==> src/rtl/fp_add_sub_param.sv <==
// Parametrised IEEE-754 adder/subtractor, round-to-nearest-even, with A/B store/ack
// input handshake and a SUM valid/ack output handshake; one operation in flight.
module fp_add_sub_param #(
    parameter int EXP_W = 11,
    parameter int MAN_W = 52
) (
    input  logic                   Clock,
    input  logic                   Reset,
    input  logic                   A_store_bit,
    input  logic [EXP_W+MAN_W:0]   A,
    output logic                   A_acknowledgment,
    input  logic                   B_store_bit,
    input  logic [EXP_W+MAN_W:0]   B,
    input  logic                   Op,
    output logic                   B_acknowledgment,
    output logic [EXP_W+MAN_W:0]   SUM,
    output logic [3:0]             Flags,
    output logic                   SUM_store_bit,
    input  logic                   SUM_acknowledgment
);
    localparam int W  = 1 + EXP_W + MAN_W;
    localparam int SW = MAN_W + 4;
    localparam logic [EXP_W:0] EMAX = {1'b0, {EXP_W{1'b1}}};
    localparam logic [W-1:0] QNAN = {1'b0, {EXP_W{1'b1}}, 1'b1, {(MAN_W-1){1'b0}}};

    localparam logic [3:0] S_STORE_A = 4'd0, S_STORE_B = 4'd1, S_UNPACK = 4'd2,
                           S_SPECIAL = 4'd3, S_ALIGN   = 4'd4, S_ADD    = 4'd5,
                           S_NORM    = 4'd6, S_ROUND   = 4'd7, S_PACK   = 4'd8,
                           S_OUTPUT  = 4'd9;

    logic [3:0]       state_q, state_d;
    logic             a_ack_q, a_ack_d, b_ack_q, b_ack_d, vld_q, vld_d;
    logic [W-1:0]     a_q, a_d, b_q, b_d, res_q, res_d;
    logic             op_q, op_d;
    logic [3:0]       flags_q, flags_d;
    logic             sa_q, sa_d, sb_q, sb_d;
    logic [EXP_W-1:0] ea_q, ea_d, eb_q, eb_d;
    logic [MAN_W:0]   ma_q, ma_d, mb_q, mb_d;
    logic             sgn_q, sgn_d, zsgn_q, zsgn_d, sub_q, sub_d;
    logic [EXP_W:0]   exp_q, exp_d;
    logic [SW-1:0]    big_q, big_d, small_q, small_d, norm_q, norm_d;
    logic [SW:0]      acc_q, acc_d;
    logic [MAN_W:0]   man_q, man_d;
    logic             inx_q, inx_d;

    logic [EXP_W-1:0] a_exp, b_exp, e_big, e_small, e_diff;
    logic [MAN_W-1:0] a_frac, b_frac;
    logic             a_nan, b_nan, a_snan, b_snan, a_inf, b_inf;
    logic             a_big, s_big, inc, zsign;
    logic [MAN_W:0]   sig_big, sig_small;
    logic [SW-1:0]    small_ext;
    logic [31:0]      sh, lz, lim, nsh;
    logic [MAN_W+1:0] rnd;

    assign a_exp  = a_q[MAN_W +: EXP_W];
    assign b_exp  = b_q[MAN_W +: EXP_W];
    assign a_frac = a_q[MAN_W-1:0];
    assign b_frac = b_q[MAN_W-1:0];
    assign a_nan  = (a_exp == '1) && (a_frac != '0);
    assign b_nan  = (b_exp == '1) && (b_frac != '0);
    assign a_snan = a_nan && !a_frac[MAN_W-1];
    assign b_snan = b_nan && !b_frac[MAN_W-1];
    assign a_inf  = (a_exp == '1) && (a_frac == '0);
    assign b_inf  = (b_exp == '1) && (b_frac == '0);

    function automatic logic [31:0] clz(input logic [SW-1:0] v);
        clz = 32'(SW);
        for (int unsigned i = 0; i < SW; i++)
            if (v[i]) clz = 32'(SW - 1) - 32'(i);
    endfunction

    always_comb begin
        state_d = state_q;  a_ack_d = a_ack_q;  b_ack_d = b_ack_q;  vld_d = vld_q;
        a_d = a_q;  b_d = b_q;  op_d = op_q;  res_d = res_q;  flags_d = flags_q;
        sa_d = sa_q;  sb_d = sb_q;  ea_d = ea_q;  eb_d = eb_q;  ma_d = ma_q;  mb_d = mb_q;
        sgn_d = sgn_q;  zsgn_d = zsgn_q;  sub_d = sub_q;  exp_d = exp_q;
        big_d = big_q;  small_d = small_q;  acc_d = acc_q;  norm_d = norm_q;
        man_d = man_q;  inx_d = inx_q;
        a_big = 1'b0;  s_big = 1'b0;  e_big = '0;  e_small = '0;  e_diff = '0;
        sig_big = '0;  sig_small = '0;  small_ext = '0;  sh = '0;  lz = '0;
        lim = '0;  nsh = '0;  inc = 1'b0;  rnd = '0;  zsign = 1'b0;

        case (state_q)
            S_STORE_A: begin
                if (!a_ack_q) a_ack_d = 1'b1;
                else if (A_store_bit) begin
                    a_d = A;  a_ack_d = 1'b0;  state_d = S_STORE_B;
                end
            end
            S_STORE_B: begin
                if (!b_ack_q) b_ack_d = 1'b1;
                else if (B_store_bit) begin
                    b_d = B;  op_d = Op;  b_ack_d = 1'b0;  state_d = S_UNPACK;
                end
            end
            S_UNPACK: begin
                sa_d = a_q[W-1];
                sb_d = b_q[W-1] ^ op_q;
                ea_d = (a_exp == '0) ? EXP_W'(1) : a_exp;
                eb_d = (b_exp == '0) ? EXP_W'(1) : b_exp;
                ma_d = {a_exp != '0, a_frac};
                mb_d = {b_exp != '0, b_frac};
                state_d = S_SPECIAL;
            end
            S_SPECIAL: begin
                state_d = S_OUTPUT;
                vld_d   = 1'b1;
                if (a_nan || b_nan) begin
                    res_d = QNAN;  flags_d = {a_snan | b_snan, 3'b000};
                end else if (a_inf && b_inf && (sa_q != sb_q)) begin
                    res_d = QNAN;  flags_d = 4'b1000;
                end else if (a_inf || b_inf) begin
                    res_d = {a_inf ? sa_q : sb_q, {EXP_W{1'b1}}, {MAN_W{1'b0}}};
                    flags_d = 4'b0000;
                end else begin
                    state_d = S_ALIGN;  vld_d = 1'b0;
                end
            end
            S_ALIGN: begin
                a_big     = {ea_q, ma_q} >= {eb_q, mb_q};
                e_big     = a_big ? ea_q : eb_q;
                e_small   = a_big ? eb_q : ea_q;
                sig_big   = a_big ? ma_q : mb_q;
                sig_small = a_big ? mb_q : ma_q;
                s_big     = a_big ? sa_q : sb_q;
                e_diff    = e_big - e_small;
                sh        = 32'(e_diff);
                small_ext = {sig_small, 3'b000};
                // Bits shifted past the sticky position collapse into it.
                if (sh >= 32'(MAN_W + 3))
                    small_d = {{(SW-1){1'b0}}, |sig_small};
                else
                    small_d = (small_ext >> sh) |
                              {{(SW-1){1'b0}}, |(small_ext & ~({SW{1'b1}} << sh))};
                big_d   = {sig_big, 3'b000};
                exp_d   = {1'b0, e_big};
                sgn_d   = s_big;
                sub_d   = sa_q ^ sb_q;
                zsgn_d  = sa_q & sb_q;
                state_d = S_ADD;
            end
            S_ADD: begin
                acc_d   = sub_q ? ({1'b0, big_q} - {1'b0, small_q})
                                : ({1'b0, big_q} + {1'b0, small_q});
                state_d = S_NORM;
            end
            S_NORM: begin
                if (acc_q[SW]) begin
                    norm_d = {acc_q[SW:2], acc_q[1] | acc_q[0]};
                    exp_d  = exp_q + 1'b1;
                end else begin
                    // Left shift stops at exponent 1 so tiny results come out subnormal.
                    lz     = clz(acc_q[SW-1:0]);
                    lim    = 32'(exp_q) - 32'd1;
                    nsh    = (lz < lim) ? lz : lim;
                    norm_d = acc_q[SW-1:0] << nsh;
                    exp_d  = exp_q - (EXP_W+1)'(nsh);
                end
                state_d = S_ROUND;
            end
            S_ROUND: begin
                inc   = norm_q[2] & (norm_q[1] | norm_q[0] | norm_q[3]);
                rnd   = {1'b0, norm_q[SW-1:3]} + {{(MAN_W+1){1'b0}}, inc};
                inx_d = |norm_q[2:0];
                if (rnd[MAN_W+1]) begin
                    man_d = rnd[MAN_W+1:1];
                    exp_d = exp_q + 1'b1;
                end else begin
                    man_d = rnd[MAN_W:0];
                end
                state_d = S_PACK;
            end
            S_PACK: begin
                zsign = (man_q == '0) ? zsgn_q : sgn_q;
                if (exp_q >= EMAX) begin
                    res_d = {sgn_q, {EXP_W{1'b1}}, {MAN_W{1'b0}}};  flags_d = 4'b0101;
                end else if (!man_q[MAN_W]) begin
                    res_d = {zsign, {EXP_W{1'b0}}, man_q[MAN_W-1:0]};
                    flags_d = {2'b00, inx_q, inx_q};
                end else begin
                    res_d = {sgn_q, exp_q[EXP_W-1:0], man_q[MAN_W-1:0]};
                    flags_d = {3'b000, inx_q};
                end
                vld_d   = 1'b1;
                state_d = S_OUTPUT;
            end
            S_OUTPUT: begin
                if (SUM_acknowledgment) begin
                    vld_d = 1'b0;  state_d = S_STORE_A;
                end
            end
            default: state_d = S_STORE_A;
        endcase
    end

    always_ff @(posedge Clock or negedge Reset) begin
        if (!Reset) begin
            state_q <= S_STORE_A;  a_ack_q <= 1'b0;  b_ack_q <= 1'b0;  vld_q <= 1'b0;
            a_q <= '0;  b_q <= '0;  op_q <= 1'b0;  res_q <= '0;  flags_q <= '0;
            sa_q <= 1'b0;  sb_q <= 1'b0;  ea_q <= '0;  eb_q <= '0;  ma_q <= '0;  mb_q <= '0;
            sgn_q <= 1'b0;  zsgn_q <= 1'b0;  sub_q <= 1'b0;  exp_q <= '0;
            big_q <= '0;  small_q <= '0;  acc_q <= '0;  norm_q <= '0;
            man_q <= '0;  inx_q <= 1'b0;
        end else begin
            state_q <= state_d;  a_ack_q <= a_ack_d;  b_ack_q <= b_ack_d;  vld_q <= vld_d;
            a_q <= a_d;  b_q <= b_d;  op_q <= op_d;  res_q <= res_d;  flags_q <= flags_d;
            sa_q <= sa_d;  sb_q <= sb_d;  ea_q <= ea_d;  eb_q <= eb_d;  ma_q <= ma_d;  mb_q <= mb_d;
            sgn_q <= sgn_d;  zsgn_q <= zsgn_d;  sub_q <= sub_d;  exp_q <= exp_d;
            big_q <= big_d;  small_q <= small_d;  acc_q <= acc_d;  norm_q <= norm_d;
            man_q <= man_d;  inx_q <= inx_d;
        end
    end

    assign A_acknowledgment = a_ack_q;
    assign B_acknowledgment = b_ack_q;
    assign SUM              = res_q;
    assign Flags            = flags_q;
    assign SUM_store_bit    = vld_q;

endmodule

==> config.mk <==
export PLATFORM = sky130hd
export DESIGN_NAME = fp_add_sub_param
export DESIGN_NICKNAME = d
export VERILOG_FILES = /design/src/rtl/fp_add_sub_param.sv
export SDC_FILE = /design/constraint.sdc
export NUM_CORES = 2
export LEC_CHECK = 0
export ABC_CLOCK_PERIOD_IN_PS = 10810
export CORE_ASPECT_RATIO = 0.5
export CORE_MARGIN = 5
export CORE_UTILIZATION = 45
export CTS_CLUSTER_DIAMETER = 40
export DETAILED_ROUTE_END_ITERATION = 8
export PLACE_DENSITY_LB_ADDON = 0.1
export SKIP_CTS_REPAIR_TIMING = 1
export SYNTH_ARGS = -nofsm -noshare
export SYNTH_HDL_FRONTEND = slang
export SYNTH_SLANG_ARGS = --single-unit
export TNS_END_PERCENT = 30
==> constraint.sdc <==
create_clock -name Clock -period 10.81 [get_ports Clock]
set_clock_uncertainty 0.1 [all_clocks]
set_input_delay 2.162 -clock Clock [delete_from_list [all_inputs] [get_ports Clock]]
set_output_delay 2.162 -clock Clock [all_outputs]
set_load 0.1 [all_outputs]
==> flow_metrics.py <==
metrics = {
    "synth": {
        "ys_seq_area_frac": 0.366,
        "synth.distinct_cells": 94,
        "postSynthRegisterBits": 625,
        "syn-instance-count": 4868,
        "yosys_warnings": 0,
        "synth.top_cell.area_share": 0.366,
        "async_flop_share": 1.00,
        "netlist_area_um2": 42700,
        "syn-mean-instance-area_um2": 8.77,
        "yosysTopAreaCell": "dfrtp_1",
        "synth_area_leaders": "dfrtp_1 (37%), mux2i_1 (6.5%), mux2_2 (5.9%), ha_1 (5.6%), nand2_1 (5.1%)",
        "synth_edf_count": 0,
        "synthFlopType": "dfrtp_1",
    },
    "global_routing": {
        "overflow": 0,
        "grt_use_total": 0.305,
        "grt_pass1_wl_um": 241000,
        "antenna_found_initial": 5,
        "grt_max_degree": 158,
        "grt_pass1_vias": 36900,
    },
    "worst_setup_path": {
        "path_cells": "inv_1, ha_2, buf_4, nand4_1, nor3_1, nand4_1, or4_4, a211oi_2, nor2_4, a21oi_1, a31oi_1, o22a_1, a31oi_1, and2_1, buf_4, nand4_4, nor2_2, nand2_1, o22ai_1",
        "cp-start-kind": "flop",
        "cp_num_buf_inv": 3,
        "cpPeakStageDelay_ps": 980,
        "worstSetupPathType": "reg -> reg",
        "crit_required_ps": 11310,
        "crit_slowest_cell": "a31oi_1",
        "cp_max_fo": 67,
        "arrival_ps": 8730,
        "crit_family": "simple AND/OR/NAND/NOR gates",
        "endpoint_kind": "flop",
    },
    "layout": {
        "layout_commonest_cell": "dfrtp_1",
        "multi_input_area_um2": 25100,
        "layout_common_cells": "dfrtp_1 (623), nand2_1 (582), a21oi_1 (386)",
        "area_delta_synth_final_pct": 13.1,
        "final-seq-area_um2": 15600,
        "fin_nets": 5204,
        "drive_gt1_frac": 0.105,
        "fillCellCount": 8841,
    },
    "detailed_routing": {
        "drc_errors": 0,
        "wl_per_cell_um": 25.7,
        "viasPerCell": 6.24,
        "drt_pass1_iterations": 6,
        "drtIter0Drc": 4269,
        "ant_nets": 0,
        "totalWireLength_um": 160000,
        "vias": 38600,
    },
    "timing": {
        "tns_ps": 0,
        "hold_viol_final": 0,
        "maxSlewHeadroom": 0.113,
        "period_share": 0.761,
        "worstMarginPinSlew_ps": 1330,
        "setup_viol": 0,
        "rsz0062_at_grt": "no",
        "fmax_ghz": 0.122,
        "slew_viol_final": 0,
        "final.min_clock_period_ps": 8220,
    },
    "clock_network": {
        "cts_made_buffers": 76,
        "clk_path_buf_depth": 3,
        "cts_tree": "yes",
        "clock-root-buffer": "clkbuf_16",
        "clock_sinks": 625,
        "path_clk_slew_ps": 60,
        "cts_htree_levels": 3,
        "clk_latency_ps": 700,
    },
    "place": {
        "hpwl_um": 121000,
        "gp_congestion": 0.970,
        "port-buffer-count": 204,
    },
    "floorplan": {
        "dieArea_um2": 101000,
        "die_w_um": 446,
        "core.rowCount": 79,
        "initial_core_util": 0.456,
        "die_h_um": 228,
        "pin_count": 205,
        "fp.coreArea_um2": 93500,
    },
    "outcome": {
        "status": "finished, final reports clean",
    },
    "hold_path": {
        "hold_class": "reg -> reg",
    },
    "flow_run": {
        "max-cap-violations": 0,
    },
}
==> tightest hold or removal path: cells and delay by family, from the launching register on <==
family / cells / cell delay [ps]
flip-flops: 1 / 340
AO/OA/AOI/OAI: 1 / 60
AND/OR/NAND/NOR: 1 / 50
==> area by class of cell <==
class	count	share of cell area
antenna	2	0.000104
clock buffer	89	0.0418
clock inverter	50	0.0128
inverter	219	0.0170
multi-input combinational	3693	0.519
sequential	625	0.324
tap	1255	0.0325
timing repair buffer	263	0.0526
==> final timing paths <==
| kind | from | end | slack [ps] | depth (start not counted) |
|---|---|---|---|---|
| max in group asynchronous | Reset | b_q[16] | 7020 | 3 |
| worst min-delay path | Flags[3] | Flags[3] | 380 | 2 |
| worst max-delay path | eb_q[0] | small_q[54] | 2590 | 19 |
| worst min register to register | Flags[3] | Flags[3] | 380 | 2 |
| min in group asynchronous | Reset | SUM[44] | 1350 | 1 |
| worst max register to register | eb_q[0] | small_q[54] | 2590 | 19 |
==> routing by layer <==
metal  GRT usage  part of all wire
met3      0.0621             0.083
met1       0.462              0.47
met4      0.0875             0.030
met2       0.439              0.42
met5           0          0.000082
==> metrics by stage <==
step	cell area, um2	util	hold slack (ps)	cells	setup WS (ps)
finish	48300	0.516	383	6196	2590
global route	48300	0.516	412	6195	2320
CTS	48300	0.516	384	6194	2780
detailed placement	45600	0.488	371	6055	2770
global placement	45600	0.488	365	6055	2860
floorplan	42700	-	345	4870	4350
==> Yosys cell counts, drive strengths merged, types with 73 or more instances <==
| master | count |
|---|---|
| dfrtp | 625 |
| nor2 | 380 |
| ha | 190 |
| a31oi | 101 |
| buf | 78 |
| clkbuf | 255 |
| a21oi | 389 |
| mux2 | 223 |
| mux2i | 279 |
| nor4 | 73 |
| nand3 | 105 |
| inv | 217 |
| o21ai | 368 |
| xnor2 | 75 |
| nor3 | 79 |
| nand2 | 584 |
==> cell families (layout without fill, tap and decap cells) <==
group / count (synthesis) / in the layout / synth area share
xor+xnor: 121 / 121 / 0.0254
flops: 625 / 625 / 0.366
fa+ha+maj: 192 / 192 / 0.0566
compound gates: 1376 / 1376 / 0.202
other cells: 1 / 5 / 0.0000879
buf+inv: 552 / 621 / 0.0503
mux: 538 / 538 / 0.143
simple gates: 1463 / 1463 / 0.155
==> sequential cells by signal (all words and copies together), names as in the netlist, 4 cells and up <==
signal   cells
man_q       53
small_q     56
norm_q      56
state_q      4
acc_q       57
a_q         64
big_q       53
ea_q        11
SUM         64
eb_q        11
Flags        4
b_q         64
ma_q        53
exp_q       12
mb_q        53
Power is left out: the tool's default activity adds up to more than one toggle a clock period on the data nets, which glitch-free logic cannot reach.
